### src/rtl/cnn_layer_accel_result_packer_if.sv
// Result stream from the accelerator quad and packed-word stream toward the memory write path.
// Both streams use valid/ready semantics: a beat transfers on a rising clock edge where valid and accept/ready are both high.
interface cnn_layer_accel_result_packer_if #(
    parameter int C_RES_WIDTH = 16,
    parameter int C_OUT_WIDTH = 128
);
    logic                                 result_valid;
    logic                                 result_accept;
    logic [C_RES_WIDTH-1:0]               result_data;
    logic                                 out_valid;
    logic                                 out_ready;
    logic [C_OUT_WIDTH-1:0]               out_data;
    logic [C_OUT_WIDTH/C_RES_WIDTH-1:0]   out_keep;
    logic                                 out_last;

    // master: the surrounding system (quad producer + write-path consumer)
    modport master (
        output result_valid, result_data, out_ready,
        input  result_accept, out_valid, out_data, out_keep, out_last
    );

    // slave: the packer
    modport slave (
        input  result_valid, result_data, out_ready,
        output result_accept, out_valid, out_data, out_keep, out_last
    );
endinterface

### src/rtl/cnn_layer_accel_result_packer.sv
// Packs the quad's 16-bit result stream into 128-bit words, tracks row/col/depth of each result,
// and zero-pads/flushes the final partial word of a job before pulsing job_done.
module cnn_layer_accel_result_packer #(
    parameter int C_RES_WIDTH = 16,
    parameter int C_OUT_WIDTH = 128,
    parameter int C_CNT_WIDTH = 27
) (
    input  logic                                clk_core,
    input  logic                                rst,
    input  logic                                job_start,
    input  logic [9:0]                          num_output_rows_cfg,
    input  logic [9:0]                          num_output_cols_cfg,
    input  logic [6:0]                          num_kernel_cfg,
    cnn_layer_accel_result_packer_if.slave      bus,
    output logic [9:0]                          output_row,
    output logic [9:0]                          output_col,
    output logic [6:0]                          output_depth,
    output logic                                busy,
    output logic                                job_done,
    output logic [1:0]                          dbg_state_o
);
    localparam int C_LANES     = C_OUT_WIDTH / C_RES_WIDTH;
    localparam int C_LANE_BITS = $clog2(C_LANES);

    typedef enum logic [1:0] {S_IDLE = 2'd0, S_ACTIVE = 2'd1, S_FLUSH = 2'd2, S_DONE = 2'd3} state_e;

    state_e                   state_q, state_d;
    logic [9:0]               rows_q, rows_d, cols_q, cols_d;
    logic [6:0]               kern_q, kern_d;
    logic [C_CNT_WIDTH-1:0]   total_q, total_d, count_q, count_d;
    logic [9:0]               row_q, row_d, col_q, col_d;
    logic [6:0]               depth_q, depth_d;
    logic [C_LANE_BITS-1:0]   lane_q, lane_d;
    logic [C_OUT_WIDTH-1:0]   pack_q, pack_d;
    logic [C_OUT_WIDTH-1:0]   odata_q, odata_d;
    logic [C_LANES-1:0]       okeep_q, okeep_d;
    logic                     ovalid_q, ovalid_d;
    logic                     olast_q, olast_d;

    logic                     accept;
    logic                     take;
    logic                     last_res;
    logic                     word_full;
    logic [C_OUT_WIDTH-1:0]   packed_w;
    logic [C_LANES-1:0]       fill_keep;

    always_ff @(posedge clk_core or negedge rst) begin
        if (!rst) begin
            state_q  <= S_IDLE;
            rows_q   <= '0;
            cols_q   <= '0;
            kern_q   <= '0;
            total_q  <= '0;
            count_q  <= '0;
            row_q    <= '0;
            col_q    <= '0;
            depth_q  <= '0;
            lane_q   <= '0;
            pack_q   <= '0;
            odata_q  <= '0;
            okeep_q  <= '0;
            ovalid_q <= 1'b0;
            olast_q  <= 1'b0;
        end else begin
            state_q  <= state_d;
            rows_q   <= rows_d;
            cols_q   <= cols_d;
            kern_q   <= kern_d;
            total_q  <= total_d;
            count_q  <= count_d;
            row_q    <= row_d;
            col_q    <= col_d;
            depth_q  <= depth_d;
            lane_q   <= lane_d;
            pack_q   <= pack_d;
            odata_q  <= odata_d;
            okeep_q  <= okeep_d;
            ovalid_q <= ovalid_d;
            olast_q  <= olast_d;
        end
    end

    always_comb begin
        state_d  = state_q;
        rows_d   = rows_q;
        cols_d   = cols_q;
        kern_d   = kern_q;
        total_d  = total_q;
        count_d  = count_q;
        row_d    = row_q;
        col_d    = col_q;
        depth_d  = depth_q;
        lane_d   = lane_q;
        pack_d   = pack_q;
        odata_d  = odata_q;
        okeep_d  = okeep_q;
        ovalid_d = ovalid_q;
        olast_d  = olast_q;

        // The output register may take a new word whenever it is empty or draining this cycle.
        accept    = (state_q == S_ACTIVE) && (!ovalid_q || bus.out_ready);
        take      = accept && bus.result_valid;
        last_res  = (count_q == (total_q - C_CNT_WIDTH'(1)));
        word_full = (lane_q == C_LANE_BITS'(C_LANES - 1));

        packed_w = pack_q;
        packed_w[int'(lane_q) * C_RES_WIDTH +: C_RES_WIDTH] = bus.result_data;
        for (int i = 0; i < C_LANES; i++) begin
            fill_keep[i] = (i <= int'(lane_q));
        end

        if (ovalid_q && bus.out_ready) begin
            ovalid_d = 1'b0;
        end

        case (state_q)
            S_IDLE: begin
                if (job_start) begin
                    if ((num_output_rows_cfg != '0) && (num_output_cols_cfg != '0) &&
                        (num_kernel_cfg != '0)) begin
                        rows_d  = num_output_rows_cfg;
                        cols_d  = num_output_cols_cfg;
                        kern_d  = num_kernel_cfg;
                        total_d = C_CNT_WIDTH'(num_output_rows_cfg) *
                                  C_CNT_WIDTH'(num_output_cols_cfg) *
                                  C_CNT_WIDTH'(num_kernel_cfg);
                        count_d = '0;
                        row_d   = '0;
                        col_d   = '0;
                        depth_d = '0;
                        lane_d  = '0;
                        pack_d  = '0;
                        state_d = S_ACTIVE;
                    end else begin
                        state_d = S_DONE;
                    end
                end
            end
            S_ACTIVE: begin
                if (take) begin
                    count_d = count_q + C_CNT_WIDTH'(1);
                    // Position wraps col -> row -> depth; after the final result depth lands on kern.
                    if (col_q == cols_q - 10'd1) begin
                        col_d = '0;
                        if (row_q == rows_q - 10'd1) begin
                            row_d   = '0;
                            depth_d = depth_q + 7'd1;
                        end else begin
                            row_d = row_q + 10'd1;
                        end
                    end else begin
                        col_d = col_q + 10'd1;
                    end

                    if (word_full || last_res) begin
                        odata_d  = packed_w;
                        okeep_d  = fill_keep;
                        olast_d  = last_res;
                        ovalid_d = 1'b1;
                        pack_d   = '0;
                        lane_d   = '0;
                    end else begin
                        pack_d = packed_w;
                        lane_d = lane_q + C_LANE_BITS'(1);
                    end

                    if (last_res) begin
                        state_d = S_FLUSH;
                    end
                end
            end
            S_FLUSH: begin
                if (ovalid_q && bus.out_ready && olast_q) begin
                    state_d = S_DONE;
                end
            end
            S_DONE: begin
                state_d = S_IDLE;
            end
            default: begin
                state_d = S_IDLE;
            end
        endcase
    end

    assign bus.result_accept = accept;
    assign bus.out_valid     = ovalid_q;
    assign bus.out_data      = odata_q;
    assign bus.out_keep      = okeep_q;
    assign bus.out_last      = olast_q;
    assign output_row        = row_q;
    assign output_col        = col_q;
    assign output_depth      = depth_q;
    assign busy              = (state_q != S_IDLE);
    assign job_done          = (state_q == S_DONE);
    assign dbg_state_o       = state_q;
endmodule

### src/flat_wrapper.sv
// flat-port wrapper written by rule: the top's interface ports become plain ports
module cnn_layer_accel_result_packer_flat 
#(
    parameter int C_RES_WIDTH = 16,
    parameter int C_OUT_WIDTH = 128,
    parameter int C_CNT_WIDTH = 27
)
  (clk_core, rst, job_start, num_output_rows_cfg, num_output_cols_cfg, num_kernel_cfg, output_row, output_col, output_depth, busy, job_done, dbg_state_o, bus_result_valid, bus_result_data, bus_out_ready, bus_result_accept, bus_out_valid, bus_out_data, bus_out_keep, bus_out_last);
  cnn_layer_accel_result_packer_if #(.C_RES_WIDTH(C_RES_WIDTH), .C_OUT_WIDTH(C_OUT_WIDTH)) bus_i ();
  input  logic clk_core;
  input  logic rst;
  input  logic job_start;
  input  logic [9:0] num_output_rows_cfg;
  input  logic [9:0] num_output_cols_cfg;
  input  logic [6:0] num_kernel_cfg;
  output logic [9:0] output_row;
  output logic [9:0] output_col;
  output logic [6:0] output_depth;
  output logic busy;
  output logic job_done;
  output logic [1:0] dbg_state_o;
  input wire logic [$bits(bus_i.result_valid)-1:0] bus_result_valid;
  input wire logic [$bits(bus_i.result_data)-1:0] bus_result_data;
  input wire logic [$bits(bus_i.out_ready)-1:0] bus_out_ready;
  output wire logic [$bits(bus_i.result_accept)-1:0] bus_result_accept;
  output wire logic [$bits(bus_i.out_valid)-1:0] bus_out_valid;
  output wire logic [$bits(bus_i.out_data)-1:0] bus_out_data;
  output wire logic [$bits(bus_i.out_keep)-1:0] bus_out_keep;
  output wire logic [$bits(bus_i.out_last)-1:0] bus_out_last;
  assign bus_i.result_valid = bus_result_valid;
  assign bus_i.result_data = bus_result_data;
  assign bus_i.out_ready = bus_out_ready;
  assign bus_result_accept = bus_i.result_accept;
  assign bus_out_valid = bus_i.out_valid;
  assign bus_out_data = bus_i.out_data;
  assign bus_out_keep = bus_i.out_keep;
  assign bus_out_last = bus_i.out_last;
  cnn_layer_accel_result_packer #(.C_RES_WIDTH(C_RES_WIDTH), .C_OUT_WIDTH(C_OUT_WIDTH), .C_CNT_WIDTH(C_CNT_WIDTH)) u_core (.clk_core(clk_core), .rst(rst), .job_start(job_start), .num_output_rows_cfg(num_output_rows_cfg), .num_output_cols_cfg(num_output_cols_cfg), .num_kernel_cfg(num_kernel_cfg), .bus(bus_i), .output_row(output_row), .output_col(output_col), .output_depth(output_depth), .busy(busy), .job_done(job_done), .dbg_state_o(dbg_state_o));
endmodule
### config.mk
export PLATFORM = sky130hd
export DESIGN_NAME = cnn_layer_accel_result_packer_flat
export DESIGN_NICKNAME = d
export VERILOG_FILES = /design/src/rtl/cnn_layer_accel_result_packer_if.sv /design/src/rtl/cnn_layer_accel_result_packer.sv /design/src/flat_wrapper.sv
export SDC_FILE = /design/constraint.sdc
export NUM_CORES = 1
export LEC_CHECK = 0
export ABC_AREA = 1
export ABC_CLOCK_PERIOD_IN_PS = 2600
export BUFFER_PORTS_ARGS = -buffer_cell sky130_fd_sc_hd__buf_2
export CORE_MARGIN = 2
export CORE_UTILIZATION = 45
export CTS_BUF_LIST = sky130_fd_sc_hd__clkbuf_8
export DETAILED_ROUTE_END_ITERATION = 10
export GPL_TIMING_DRIVEN = 0
export HOLD_SLACK_MARGIN = 0.02
export PLACE_DENSITY = 0.75
export SETUP_SLACK_MARGIN = 0.4
export SLEW_MARGIN = 20
export SYNTH_ARGS = -nofsm -noshare
export SYNTH_HDL_FRONTEND = slang
export SYNTH_SLANG_ARGS = --single-unit
### constraint.sdc
create_clock -name clk_core -period 2.6 [get_ports clk_core]
set_clock_uncertainty 0.05 [all_clocks]
set_input_delay 0.26 -clock clk_core [delete_from_list [all_inputs] [get_ports clk_core]]
set_output_delay 0.26 -clock clk_core [all_outputs]
set_load 0.02 [all_outputs]
Word level (Yosys, flattened, before mapping) --
Index checks and enable logic that the tools add are counted.
Cells by class: $add $sub $neg 9, multiply operators 2, order comparisons 7, eq/ne operators 14, shift operators 2, multiplexer cells 40, reduce and logical (&&, ||, !) cells 21
Operators by type and width (number):
- 128-bit 2-to-1 mux | 4
- 128-bit one-hot mux with 2 select lines | 1
- 128-bit bitwise mux | 1
- 16-bit by 33-bit variable shift with 128-bit output, first input constant | 1
- 16-bit by 33-bit variable part select with 128-bit output | 1
- 27-bit 2-to-1 mux | 3
- 10-bit 2-to-1 mux | 7
- 27-bit one-hot mux with 2 select lines | 1
- 10-bit one-hot mux with 2 select lines | 2
- 7-bit 2-to-1 mux | 5
- 7-bit negator with 33-bit output | 1
- 27-bit by 1-bit adder with 27-bit output, second input constant | 1
- 27-bit == test | 1
- 20-bit by 7-bit multiplier with 27-bit output | 1
- 27-bit by 1-bit subtractor with 27-bit output, second input constant | 1
- 10-bit by 1-bit adder with 10-bit output, second input constant | 2
- 10-bit == test | 2
- 10-bit by 10-bit multiplier with 20-bit output | 1
- 10-bit nonzero test | 2
- 10-bit by 1-bit subtractor with 10-bit output, second input constant | 2
- 7-bit one-hot mux with 2 select lines | 1
- 3-bit less-or-equal comparator, first input constant | 4
- 3-bit 2-to-1 mux | 4
- 2-bit 2-to-1 mux | 5
- 22 further kinds | 41
Storage, ports and cells: flip-flop bits (word level) 372, bits of input ports 48, output and inout bits 170, word-level logic and storage cells 109

Depth between registers and ports, before layout --
Gate-level depths: netlist (run 1).
depth after elaboration 6, gate-level depth with buffers 39, depth with buffers taken out 38

Worst setup path after synthesis (run 1) --
No wires, ideal clock.
path kind in2reg, start point input port num_output_cols_cfg[3], end point register u_core.total_q[24], setup time 0.130 ns, arrival time 8.399 ns, required time 2.420 ns, setup slack -5.980 ns, stages on the path 34, buffers on the path 1, path through clkbuf_1 > nand2_1 > fa_1 > inv_1 > fa_1 > inv_1 > fa_1 > inv_1 > fa_1 > inv_1 > fa_1 > inv_1 > ha_1 > nand2_1 > o21ai_0 > a21oi_1 > o21ai_0 > xor2_1 > nor2_1 > fa_1 > fa_1 > fa_1 > inv_1 > fa_1 > inv_1 > ha_1 > a21oi_1 > o21ai_0 > a21oi_1 > nand3_1 > a21o_1 > or2_2 > nand3_1 > o21ai_0
On the way: word-level cells in the longest chain between the ends 4, elaborated cells between the ends (all ways) 6, those cells by class 2 x mul; 4 x reduce/logical
RTL lines:
- from (decl) | RTL line flat_wrapper.sv:14 | input logic [9:0] num_output_cols_cfg;
- parallel branches: the longest is 4 deep, another holds 20-bit by 7-bit multiplier with 27-bit output
- to (signal assigned) | RTL line cnn_layer_accel_result_packer.sv:69 | total_q <= total_d;
- to (decl) | RTL line cnn_layer_accel_result_packer.sv:30 | logic [C_CNT_WIDTH-1:0] total_q, total_d, count_q, count_d;
Parallel ways; which one is timed is not known. A chain may end at the register's enable or synchronous reset.

Worst setup path after layout (run 1) --
start point input port num_output_rows_cfg[4], end point register u_core.total_q[25]
On the way: word-level cells in the longest chain between the ends 4, elaborated cells between the ends (all ways) 6, those cells by class 2 x mul; 4 x reduce/logical
RTL lines:
- from (decl) | RTL line flat_wrapper.sv:13 | input logic [9:0] num_output_rows_cfg;
- parallel branches: the longest is 4 deep, another holds 20-bit by 7-bit multiplier with 27-bit output
Parallel ways; which one is timed is not known.

==> flow_metrics.env, run 1 <==
export IMPL_status="complete, but fails checks"
export IMPL_violations="negative setup slack"
export IMPL_relSlewSlack=0.447
export IMPL_grt_pass1_vias=25361
export IMPL_synth_area_leader_cell="dfrtp_1"
export IMPL_drt_wirelength_per_cell_um=19.9
export IMPL_path_class="input port to flip-flop"
export IMPL_grt_overflow_total=0
export IMPL_timing_rr_end="u_core.pack_q[26]"
export IMPL_syn_num_nets=3864
export IMPL_fmax_mhz=126
export IMPL_core_um2=59000
export IMPL_tns_ns=-159.51
export IMPL_final_area_um2=36700
export IMPL_dieArea_um2=61700
export IMPL_dp_hpwl_um=59700
export IMPL_final_nets=4349
export IMPL_hold_path_class="input port to flip-flop"
export IMPL_pin_count=218
export IMPL_yosys_cell_count_top_type="nand2_1"
export IMPL_cp_end_kind="flip-flop"
export IMPL_hold_slack_ns=0.0985
export IMPL_period_minus_slack_ns=7.95
export IMPL_max_stage_delay_ns=0.62
export IMPL_hold_end="u_core.bus.out_data[77]"
export IMPL_clk_latency_ns=0.65
export IMPL_drt_met1_wl_um=37600
export IMPL_cp_start_kind="input port"
export IMPL_ant_nets=0
export IMPL_synthArstFlopShare=1.00
export IMPL_synth_top_area_frac=0.346
export IMPL_routed_wirelength_um=96800
export IMPL_syn_inst=3548
export IMPL_synth_flop_cell="dfrtp_1"
export IMPL_grt_max_degree=100
export IMPL_tightestPinTransition_ns=0.830
export IMPL_cp_required_ns=3.07
export IMPL_crit_top_cell="fa_1"
export IMPL_final_hold_violation_count=0
export IMPL_rsz0062_at_grt="yes"
export IMPL_clockBufferDepth=3
export IMPL_path_clk_slew_ns=0.06
export IMPL_syn_area_per_cell_um2=7.57
export IMPL_synth_edf_count=0
export IMPL_drv_cap=0
export IMPL_fill_cells=4477
export IMPL_slew_violations=0
export IMPL_synthTopCellsByCount="nand2_1, inv_1, dfrtp_1, nor2_1, o21ai_0"
export IMPL_io_buffers=215
export IMPL_hp_start="bus_result_data[13]"
export IMPL_arrival_ns=8.42
export IMPL_final_setup_worst_slack_ns=-5.35
export IMPL_drc=0
export IMPL_setup_viol=296
export IMPL_syn_cell_area_um2=26900
export IMPL_layout_drive_gt1_share=0.316
export IMPL_root_buffer="clkbuf_8"
export IMPL_wl_met3_um=9760
export IMPL_die_height_um=248
export IMPL_place_gp_congestion=0.926
export IMPL_cts_sinks=372
export IMPL_reg2regPathDepth=11
export IMPL_synth_area_leaders="dfrtp_1, nand2_1, fa_1, inv_1, ha_1"
export IMPL_met2_length_um=43000
export IMPL_syn2layout_area_growth_pct=36.5
export IMPL_vias=27060
export IMPL_drt_first_iter_violations=2743
export IMPL_numCtsBuffers=60
export IMPL_htree_levels=2
export IMPL_regToRegStartpoint="u_core.lane_q[0]"
export IMPL_dpl_cell_area_um2=30100
export IMPL_grt_first_pass_wirelength_um=137000
export IMPL_placed_cells=4539
export IMPL_via_per_inst=5.57
export IMPL_gr_usage_all_layers=0.282
export IMPL_antenna_found_initial=1
export IMPL_crit_fanout=5
export IMPL_ys_ff_latch=372
export IMPL_crit_slowest_cell="fa_1"
export IMPL_initial_core_util=0.455
export IMPL_dr_pass1_iters=8
export IMPL_ys_warn_count=0
export IMPL_routed_top_layer="met5"
export IMPL_rows=89
export IMPL_seq_area_frac_synth=0.346
export IMPL_die_w_um=248
export IMPL_final_cells=4856
export IMPL_r2r_slack_ns=-0.30
export IMPL_period_share=3.06
export IMPL_ys_types=45
export IMPL_worstHoldPathCells=3
export IMPL_tritoncts="built"
[layout make-up]
class | count | area (um2) | area share
Multi-Input combinational cell | 2485 | 17600 | 0.480
Sequential cell | 372 | 9310 | 0.254
Timing Repair Buffer | 422 | 3820 | 0.104
Inverter | 548 | 2090 | 0.0570
Buffer | 144 | 1550 | 0.0424
Clock buffer | 80 | 1100 | 0.0300
Tap cell | 773 | 967 | 0.0264
Clock inverter | 31 | 214 | 0.00583
Antenna cell | 1 | 2.50 | 0.0000682
[per-layer routing]
metal / up-vias / GRT usage
li1: 11944 / -
met2: 1575 / 0.437
met4: 2 / 0.136
met5: - / 0
met1: 13082 / 0.383
met3: 457 / 0.0484
[repair_timing]
action	CTS	global route
hold endpoints to repair	119	0
cloned	21	19
pin swaps	121	98
buffers inserted	105	36
resized for setup	513	327
hold buffers	24	0
setup endpoints to repair	350	366
[critical path, delay by kind of cell]
kind / cells / cell delay [ns]
and+or+nand+nor: 15 / 2.03
xor gates and xnor gates: 1 / 0.28
adders and majority gates: 11 / 5.03
buffers and inverters: 9 / 0.80
[flip-flops by register name (all words and copies together) (netlist names)]
| signal | cells |
|---|---|
| u_core.bus.out_keep | 8 |
| u_core.bus.out_valid | 1 |
| u_core.lane_q | 3 |
| u_core.count_q | 27 |
| u_core.bus.out_last | 1 |
| u_core.output_depth | 7 |
| u_core.bus.out_data | 128 |
| u_core.total_q | 27 |
| u_core.output_row | 10 |
| u_core.pack_q | 128 |
| u_core.dbg_state_o | 2 |
| u_core.rows_q | 10 |
| u_core.cols_q | 10 |
| u_core.output_col | 10 |
[layout by cell type, fill, tap and decap left out, drive strengths merged, types with 15 or more instances in the layout]
| cell | netlist | final |
|---|---|---|
| nor3 | 29 | 29 |
| nand4 | 39 | 39 |
| xor2 | 76 | 76 |
| or2 | 89 | 89 |
| a21oi | 48 | 48 |
| inv | 544 | 560 |
| clkbuf | 96 | 194 |
| dfrtp | 372 | 372 |
| o21ai | 339 | 339 |
| ha | 117 | 117 |
| fa | 151 | 151 |
| nor4 | 15 | 15 |
| dlygate4sd3 | 0 | 24 |
| nor2 | 248 | 248 |
| clkinv | 4 | 16 |
| o31ai | 17 | 17 |
| nand3 | 114 | 114 |
| nand2 | 1120 | 1121 |
| xnor2 | 42 | 42 |
| buf | 48 | 427 |
[cells by family (layout without fill, tap and decap cells)]
group                      after synthesis  after routing  synth area share
buffers and inverters                  692           1225             0.104
AOI/OAI and AO/OA                      430            430            0.0863
xor gates and xnor gates               118            118            0.0385
adders and majority gates              268            268             0.167
other                                    0              1                 0
and+or+nand+nor                       1668           1669             0.258
DFF                                    372            372             0.346
[through the flow]
stage                      util  setup slack (ns)
after floorplan               -             -5.13
after global placement    0.509             -6.74
after detailed placement  0.510             -6.23
after CTS                 0.589             -4.98
after global routing      0.621             -5.62
final                     0.621             -5.35
[worst max path at each step]
| stage | depth (start not counted) | startpoint | end | slack (ns) |
|---|---|---|---|---|
| floorplan | 34 | num_output_cols_cfg[1] | u_core.total_q[24] | -5.13 |
| CTS | 36 | num_output_rows_cfg[6] | u_core.total_q[24] | -4.98 |
| global route | 36 | num_output_rows_cfg[4] | u_core.total_q[25] | -5.62 |
| detailed placement | 38 | num_output_cols_cfg[5] | u_core.total_q[26] | -6.23 |
| global placement | 1 | rst | u_core.dbg_state_o[0] | -6.74 |
| finish | 36 | num_output_rows_cfg[4] | u_core.total_q[25] | -5.35 |
Power of run 1 is not shown: default switching activity piles up to over one toggle a cycle in this logic, so the estimate is an artifact.
==> run 2, diff against run 1 <==
--- a/config.mk
+++ b/config.mk
@@ -14,7 +14,7 @@
 export DETAILED_ROUTE_END_ITERATION = 10
 export GPL_TIMING_DRIVEN = 0
 export HOLD_SLACK_MARGIN = 0.02
-export PLACE_DENSITY = 0.75
+export PLACE_DENSITY = 0.7
 export SETUP_SLACK_MARGIN = 0.4
 export SLEW_MARGIN = 20
 export SYNTH_ARGS = -nofsm -noshare
==> flow_metrics.env, run 2 (synthesis results as in run 1) <==
export IMPL_numCtsBuffers=60
export IMPL_grt_first_pass_wirelength_um=135000
export IMPL_layout_common_cells="nand2_1, inv_1, dfrtp_1"
export IMPL_htree_levels=2
export IMPL_place_gp_congestion=0.917
export IMPL_path_class="input port to flip-flop"
export IMPL_crit_fanout=10
export IMPL_cp_start_kind="input port"
export IMPL_crit_slowest_cell="fa_1"
export IMPL_die_height_um=248
export IMPL_period_share=3.05
export IMPL_final_setup_worst_slack_ns=-5.33
export IMPL_tritoncts="built"
export IMPL_core_um2=59000
export IMPL_cp_end_kind="flip-flop"
export IMPL_die_w_um=248
export IMPL_timing_rr_end="u_core.pack_q[66]"
export IMPL_cp_required_ns=3.08
export IMPL_antenna_found_initial=0
export IMPL_relSlewSlack=0.449
export IMPL_final_hold_violation_count=0
export IMPL_crit_top_cell="fa_1"
export IMPL_root_buffer="clkbuf_8"
export IMPL_final_nets=4368
export IMPL_grt_pass1_vias=24850
export IMPL_tns_ns=-154.87
export IMPL_routed_wirelength_um=93100
export IMPL_initial_core_util=0.455
export IMPL_slew_violations=0
export IMPL_ant_nets=0
export IMPL_io_buffers=215
export IMPL_r2r_slack_ns=-0.43
export IMPL_gr_usage_all_layers=0.279
export IMPL_reg2regPathDepth=11
export IMPL_worstHoldPathCells=3
export IMPL_pin_count=218
export IMPL_hold_path_class="input port to flip-flop"
export IMPL_regToRegStartpoint="u_core.lane_q[0]"
export IMPL_setup_viol=293
export IMPL_dr_pass1_iters=6
export IMPL_rows=89
export IMPL_worstSetupEndpoint="u_core.total_q[24]"
export IMPL_grt_overflow_total=0
export IMPL_grt_max_degree=91
export IMPL_drc=0
export IMPL_arrival_ns=8.41
export IMPL_dp_hpwl_um=59800
export IMPL_status="complete, but fails checks"
export IMPL_clk_latency_ns=0.66
export IMPL_drt_first_iter_violations=2262
export IMPL_syn2layout_area_growth_pct=37.9
export IMPL_via_per_inst=5.41
export IMPL_path_clk_slew_ns=0.07
export IMPL_cts_sinks=372
export IMPL_period_minus_slack_ns=7.93
export IMPL_utilization=0.628
export IMPL_mostFrequentLayoutCell="nand2_1"
export IMPL_fmax_mhz=126
export IMPL_max_stage_delay_ns=0.58
export IMPL_clockBufferDepth=3
export IMPL_layout_drive_gt1_share=0.324
export IMPL_critical_path_startpoint="num_output_rows_cfg[9]"
export IMPL_drv_cap=0
export IMPL_violations="negative setup slack"
export IMPL_drt_wirelength_per_cell_um=19.1
export IMPL_dieArea_um2=61700
export IMPL_tightestPinTransition_ns=0.819
export IMPL_vias=26344
export IMPL_rsz0062_at_grt="yes"
[run 2: cell count changes in the layout (fill, tap and decap cells not counted), moves of 6 or more]
cell      previous run  this run
buf_12              27        36
clkbuf_8            96        85
inv_2               46        52
o21ai_2             79       127
nand2_2            220       186
nand2_4             59        77
o21ai_0            137       116
nor2_1             188       194
o21ai_1            116        91
nand2_1            840       854
[run 2: per-layer routing]
metal	track usage	up-vias	share of wire	routed length (um)
li1	-	11972	-	-
met1	0.395	12761	0.41	38100
met2	0.429	1269	0.44	41300
met3	0.0471	342	0.094	8780
met4	0.107	0	0.053	4960
met5	0	-	0	0
[run 2: metrics by stage]
step	hold WS, ns	cell area, um2	instances	setup WS, ns
6_report	0.0642	37100	4874	-5.33
5_1_grt	0.0363	37100	4873	-5.55
4_1_cts	0.0276	34900	4824	-5.02
3_5_place_dp	0.198	30200	4540	-6.31
3_3_place_gp	0.402	30000	4536	-6.88
2_1_floorplan	-0.0856	28000	3548	-5.13
[run 2: final cells by class]
class / instances / area, um2
antenna: 1 / 2.50
buffer: 144 / 1540
clock buffer: 73 / 1000
clock inverter: 37 / 221
fill: 4625 / 22000
inverter: 548 / 2080
multi-input combinational: 2485 / 17800
sequential: 372 / 9320
tap: 773 / 967
timing repair buffer: 441 / 4090
[run 2: worst max-delay path, delay by kind of cell]
family,cells,cell delay (ns)
AO/OA/AOI/OAI,7,0.95
buffers and inverters,7,0.86
adder cells (fa/ha/maj),11,5.06
XOR/XNOR,1,0.40
AND/OR/NAND/NOR,8,0.86
[run 2: how the worst min path moves through the flow]
stage | to | startpoint | slack [ns]
2_1_floorplan | u_core.bus.out_data[0] | rst | -0.09
3_3_place_gp | u_core.bus.out_data[31] | u_core.bus.out_data[31] | 0.40
3_5_place_dp | u_core.rows_q[8] | rst | 0.20
4_1_cts | u_core.bus.out_data[10] | bus_result_data[10] | 0.03
5_1_grt | u_core.bus.out_data[74] | bus_result_data[10] | 0.04
6_report | u_core.bus.out_data[10] | bus_result_data[10] | 0.06
[run 2: what timing repair did]
action	4_1_cts	5_1_grt
gates cloned	24	13
setup buffers	121	36
endpoints found under the setup margin	350	374
pin swaps	101	89
resized for setup	522	400
hold endpoints to repair	183	0
hold buffers	29	0
Power of run 2 is left out for the same reason.
